`config.mk`:
```
export PLATFORM = sky130hd
export DESIGN_NAME = vector_list_sequencer
export DESIGN_NICKNAME = d
export VERILOG_FILES = /design/src/rtl/vector_list_sequencer.sv
export SDC_FILE = /design/constraint.sdc
export NUM_CORES = 1
export LEC_CHECK = 0
export ABC_AREA = 1
export CAP_MARGIN = 30
export CORE_ASPECT_RATIO = 1.4
export CORE_MARGIN = 3
export CORE_UTILIZATION = 31
export DETAILED_ROUTE_END_ITERATION = 8
export PLACE_DENSITY = 0.56
export SLEW_MARGIN = 40
export SYNTH_ARGS = -nofsm -noshare
export SYNTH_HDL_FRONTEND = slang
export SYNTH_SLANG_ARGS = --single-unit
```
`constraint.sdc`:
```
create_clock -name clk -period 4.85 [get_ports clk]
set_input_delay 0.97 -clock clk [delete_from_list [all_inputs] [get_ports clk]]
set_output_delay 0.97 -clock clk [all_outputs]
set_load 0.02 [all_outputs]
```
`src/rtl/vector_list_sequencer.sv`:
```
// vector_list_sequencer: walks a display list in a synchronous-read memory and drives the line drawer.
// Latency: 3 cycles fetch/wait/decode per command, +1 issue cycle, so JUMP/DRAW pulses are >=4 cycles apart.
// Backpressure: holds in ISSUE while ready is low. Optional macro VECSEQ_CLIP_EN clamps x/y to XMAX/YMAX.
module vector_list_sequencer #(
  parameter int ADDR_W       = 10,
  parameter int COORD_W      = 12,
  parameter int FRAME_W      = 18,
  parameter int FRAME_CYCLES = 166667,
  parameter int XMAX         = 4095,
  parameter int YMAX         = 4095
) (
  input  logic               clk,
  input  logic               reset,
  input  logic               start,
  input  logic               stop,
  input  logic               loop,
  input  logic [ADDR_W-1:0]  list_base,
  output logic               mem_rd,
  output logic [ADDR_W-1:0]  mem_addr,
  input  logic [31:0]        mem_data,
  input  logic               ready,
  output logic [COORD_W-1:0] x,
  output logic [COORD_W-1:0] y,
  output logic               draw,
  output logic               jump,
  output logic               busy,
  output logic               frame_done,
  output logic               overrun
);

  typedef enum logic [2:0] {
    S_IDLE, S_FETCH, S_WAIT, S_DECODE, S_ISSUE, S_FRAME_WAIT
  } state_t;

  localparam logic [1:0]         OP_NOP     = 2'b10;
  localparam logic [1:0]         OP_END     = 2'b11;
  localparam logic [FRAME_W-1:0] FRAME_LAST = FRAME_W'(FRAME_CYCLES - 1);
  localparam logic [COORD_W-1:0] X_LIM      = COORD_W'(XMAX);
  localparam logic [COORD_W-1:0] Y_LIM      = COORD_W'(YMAX);

  state_t              state;
  logic [ADDR_W-1:0]   ptr;
  logic [ADDR_W-1:0]   base;
  logic [31:0]         cmd;
  logic [FRAME_W-1:0]  timer;
  logic [ADDR_W-1:0]   ptr_inc;
  logic                wrap;
  logic [COORD_W-1:0]  cmd_x;
  logic [COORD_W-1:0]  cmd_y;
  logic [COORD_W-1:0]  new_x;
  logic [COORD_W-1:0]  new_y;
  logic                unused_cmd;

  // Wrapping back onto the frame's base means the whole address space was walked without END.
  assign ptr_inc = ptr + ADDR_W'(1);
  assign wrap    = (ptr_inc == base);
  assign cmd_x   = cmd[12 +: COORD_W];
  assign cmd_y   = cmd[0 +: COORD_W];
  assign unused_cmd = ^cmd[29:24];

`ifdef VECSEQ_CLIP_EN
  assign new_x = (cmd_x > X_LIM) ? X_LIM : cmd_x;
  assign new_y = (cmd_y > Y_LIM) ? Y_LIM : cmd_y;
`else
  logic unused_clip;
  assign new_x = cmd_x;
  assign new_y = cmd_y;
  assign unused_clip = ^{X_LIM, Y_LIM};
`endif

  // Sequencer FSM; all outputs registered, pulses default low each cycle.
  always_ff @(posedge clk) begin
    if (!reset) begin
      state      <= S_IDLE;
      ptr        <= '0;
      base       <= '0;
      cmd        <= '0;
      timer      <= '0;
      mem_rd     <= 1'b0;
      mem_addr   <= '0;
      x          <= '0;
      y          <= '0;
      draw       <= 1'b0;
      jump       <= 1'b0;
      busy       <= 1'b0;
      frame_done <= 1'b0;
      overrun    <= 1'b0;
    end else begin
      mem_rd     <= 1'b0;
      draw       <= 1'b0;
      jump       <= 1'b0;
      frame_done <= 1'b0;
      if (state != S_IDLE && timer != '1) timer <= timer + FRAME_W'(1);

      case (state)
        S_IDLE: begin
          if (start) begin
            ptr      <= list_base;
            base     <= list_base;
            mem_addr <= list_base;
            mem_rd   <= 1'b1;
            timer    <= '0;
            overrun  <= 1'b0;
            busy     <= 1'b1;
            state    <= S_FETCH;
          end
        end
        S_FETCH: state <= S_WAIT;
        S_WAIT: begin
          cmd   <= mem_data;
          state <= S_DECODE;
        end
        S_DECODE: begin
          if (cmd[31:30] == OP_END) begin
            frame_done <= 1'b1;
            if (stop) begin state <= S_IDLE; busy <= 1'b0; end
            else      state <= S_FRAME_WAIT;
          end else if (cmd[31:30] == OP_NOP) begin
            if (wrap) begin
              overrun    <= 1'b1;
              frame_done <= 1'b1;
              if (stop) begin state <= S_IDLE; busy <= 1'b0; end
              else      state <= S_FRAME_WAIT;
            end else if (stop) begin
              state <= S_IDLE;
              busy  <= 1'b0;
            end else begin
              ptr      <= ptr_inc;
              mem_addr <= ptr_inc;
              mem_rd   <= 1'b1;
              state    <= S_FETCH;
            end
          end else begin
            state <= S_ISSUE;
          end
        end
        S_ISSUE: begin
          if (ready) begin
            x    <= new_x;
            y    <= new_y;
            draw <= cmd[30];
            jump <= ~cmd[30];
            if (stop) begin
              state <= S_IDLE;
              busy  <= 1'b0;
            end else if (wrap) begin
              overrun    <= 1'b1;
              frame_done <= 1'b1;
              state      <= S_FRAME_WAIT;
            end else begin
              ptr      <= ptr_inc;
              mem_addr <= ptr_inc;
              mem_rd   <= 1'b1;
              state    <= S_FETCH;
            end
          end
        end
        S_FRAME_WAIT: begin
          if (timer >= FRAME_LAST) begin
            if (loop && !stop) begin
              ptr      <= list_base;
              base     <= list_base;
              mem_addr <= list_base;
              mem_rd   <= 1'b1;
              timer    <= '0;
              state    <= S_FETCH;
            end else begin
              state <= S_IDLE;
              busy  <= 1'b0;
            end
          end
        end
        default: begin
          state <= S_IDLE;
          busy  <= 1'b0;
        end
      endcase
    end
  end

endmodule
```
==> results.sh <==
export IMPL_period_needed_ps=2700
export IMPL_skew_ps=7.82
export IMPL_numCtsBuffers=9
export IMPL_core_area_um2=14600
export IMPL_synth_edf_count=0
export IMPL_cts_resized_gates=0
export IMPL_syn_inst=669
export IMPL_clock_sinks=97
export IMPL_fmax_mhz=370
export IMPL_min_period_over_period_pct=55.8
export IMPL_grt_start_max_net_pins=30
export IMPL_area_growth_pct=27.3
export IMPL_ys_seq_area_share_pct=41.8
export IMPL_startpoint_type="primary input"
export IMPL_finalPower_mw=2.20
export IMPL_dpl_hpwl_mm=8.52
export IMPL_grt_usage_pct=14.7
export IMPL_hold_worst_slack_ps=465
export IMPL_fin_setup_tns_ps=0
export IMPL_routabilityCongestion=0.866
export IMPL_cts_hold_buf=0
export IMPL_placed_cells=919
export IMPL_rows=52
export IMPL_synth_area_um2=4640
export IMPL_drt_total_wl_mm=12.0
export IMPL_cp_required_ps=5100
export IMPL_rsz0062_at_grt="false"
export IMPL_pwr_density_cell_nw_per_um2=372
export IMPL_p_sw_mw=0.745
export IMPL_die_x_um=109
export IMPL_routedWlPerCell_um=12.8
export IMPL_clock_latency_ps=340
export IMPL_arrival_ps=2950
export IMPL_synth_nets=720
export IMPL_worst_slew_pin_slew_ps=559
export IMPL_cts_tree="built"
export IMPL_timing_final_ws_setup_ps=2150
export IMPL_setup_violations_final=0
export IMPL_post_route_util_pct=40.6
export IMPL_max_slew_margin_pct=62.7
export IMPL_route_detailed_drc=0
export IMPL_overflow=0
export IMPL_drt_antenna_violating_nets=0
export IMPL_sequentialPowerShare_pct=42.6
export IMPL_swShare_pct=33.8
export IMPL_ys_warnings_count=0
export IMPL_drt_initial_drc_count=264
export IMPL_ios=88
export IMPL_internal_power_mw=1.46
export IMPL_ir_drop_uv=152
export IMPL_cap_violations=0
export IMPL_firstDrtPassIters=5
export IMPL_status="completed"
export IMPL_place_area_um2=5620
export IMPL_initial_core_util_pct=31.9
export IMPL_syn_area_per_cell_um2=6.94
export IMPL_cts_root_buffer_cell="clkbuf_16"
export IMPL_io_buffers=81
export IMPL_drive_above_1_share_pct=7.10
export IMPL_crit_type="in2reg"
export IMPL_end_kind="flop"
export IMPL_clock_power_share_pct=32.3
export IMPL_grt_antenna_before_repair=0
export IMPL_layout_cells_non_filler=935
export IMPL_slew_violations=0
export IMPL_dp_slack_ps=1760
export IMPL_cp_max_fo=26
export IMPL_p_leak_nw=2.29
export IMPL_fin_area_um2=5910
export IMPL_finalHoldViolations=0
export IMPL_htree_num_levels=3
export IMPL_nets=792
export IMPL_first_global_vias=4234
export IMPL_synth_seq_cells=97
export IMPL_synth_main_ff_cell="dfxtp_1"
export IMPL_async_flop_share_pct=0
export IMPL_p_comb_share_pct=25.1
export IMPL_diodes=0
export IMPL_dieHeight_um=151
export IMPL_clk_pin_slew_worst_paths_ps=70
export IMPL_grt_pass1_wl_mm=19.6
export IMPL_cts_setup_buffers=0
export IMPL_num_vias=4504
export IMPL_dieArea_um2=16500
export IMPL_clockBufferDepth=2
export IMPL_vias_per_cell=4.82
export IMPL_holdCritPathClass="reg2reg"
export IMPL_netlist_cell_type_count=35
flip-flops by register name, indices dropped and copies added, names as in the netlist, 3 cells and up:
signal	cells
cmd	26
ptr	10
y	12
base	10
x	12
state	3
timer	18
cell usage in the layout, fill, tap and decap left out, drive strengths merged:
cell type | Yosys | layout
dfxtp | 97 | 97
xor2 | 12 | 12
ha | 3 | 3
nand3 | 67 | 67
o22ai | 1 | 1
o21ai | 26 | 26
nand3b | 5 | 5
and3 | 1 | 1
o21bai | 1 | 1
nor3 | 10 | 10
or2 | 2 | 2
clkinv | 0 | 2
inv | 59 | 63
a21oi | 70 | 70
nor4 | 2 | 2
nand4 | 8 | 8
buf | 12 | 7
xnor2 | 4 | 4
nor2 | 84 | 84
a41oi | 1 | 1
clkdlybuf4s50 | 0 | 81
a211oi | 4 | 4
nor3b | 1 | 1
nand2 | 183 | 183
xnor3 | 1 | 1
clkbuf | 15 | 10
cells by family (layout without fill, tap and decap cells):
logic type / count (synthesis) / in the layout / synth area share (%)
buf+inv: 86 / 163 / 7.46
simple gates: 363 / 363 / 34.9
compound gates: 103 / 103 / 11.6
fa+ha+maj: 3 / 3 / 0.808
flops: 97 / 97 / 41.8
xor+xnor: 17 / 17 / 3.50
power groups by stage:
| stage | clock network, mW | registers (mW) | logic, mW |
|---|---|---|---|
| 2_1_floorplan | 0 | 0.965 | 0.366 |
| 6_report | 0.711 | 0.938 | 0.553 |
| 4_1_cts | 0.735 | 0.938 | 0.557 |
| 3_5_place_dp | 0 | 0.957 | 0.555 |
| 3_3_place_gp | 0 | 0.953 | 0.547 |
| 5_1_grt | 0.762 | 0.948 | 0.620 |
synth_stat cells, drive strengths merged (3+ instances only):
cell type  instances  area [um^2]
nor2              84          368
nand3             67          345
nand2            183          704
nand4              8         65.1
a21oi             70          350
clkbuf            15         56.3
nor3              10         55.1
o21ai             26          130
a211oi             4         30.0
inv               59          221
ha                 3         37.5
buf               12         68.8
xor2              12          105
xnor2              4         35.0
dfxtp             97         1940
nand3b             5         37.5
worst max-delay path: stages:
cell and delay (ps):
clkdlybuf4s50_1 450, buf_4 290, or2_2 200, nand2_1 80, nor3_2 140, nand2_1 100
nor2_4 340, nand2_1 200, nor2_1 120, nor2_1 50
layout make-up:
class / count / area [um^2]
fill: 1556 / 8660
sequential: 97 / 1940
inverter: 59 / 221
multi-input combinational: 486 / 2360
timing repair buffer: 88 / 863
clock inverter: 6 / 55.1
clock buffer: 10 / 239
tap: 189 / 236
layer usage:
layer,GRT usage [%],share of wire (%)
met1,17.5,45
met2,25.7,48
met3,2.77,4.9
met4,5.99,2.4
met5,0,0
worst paths after layout:
check | start | to | slack [ps] | cells after the start
setup / recovery | ready | ptr[6] | 2150 | 10
hold / removal | x[0] | x[0] | 460 | 2
setup reg to reg | state[1] | ptr[1] | 2380 | 11
hold reg to reg | x[0] | x[0] | 460 | 2
No activity file was read; power rests on OpenSTA's default activity.
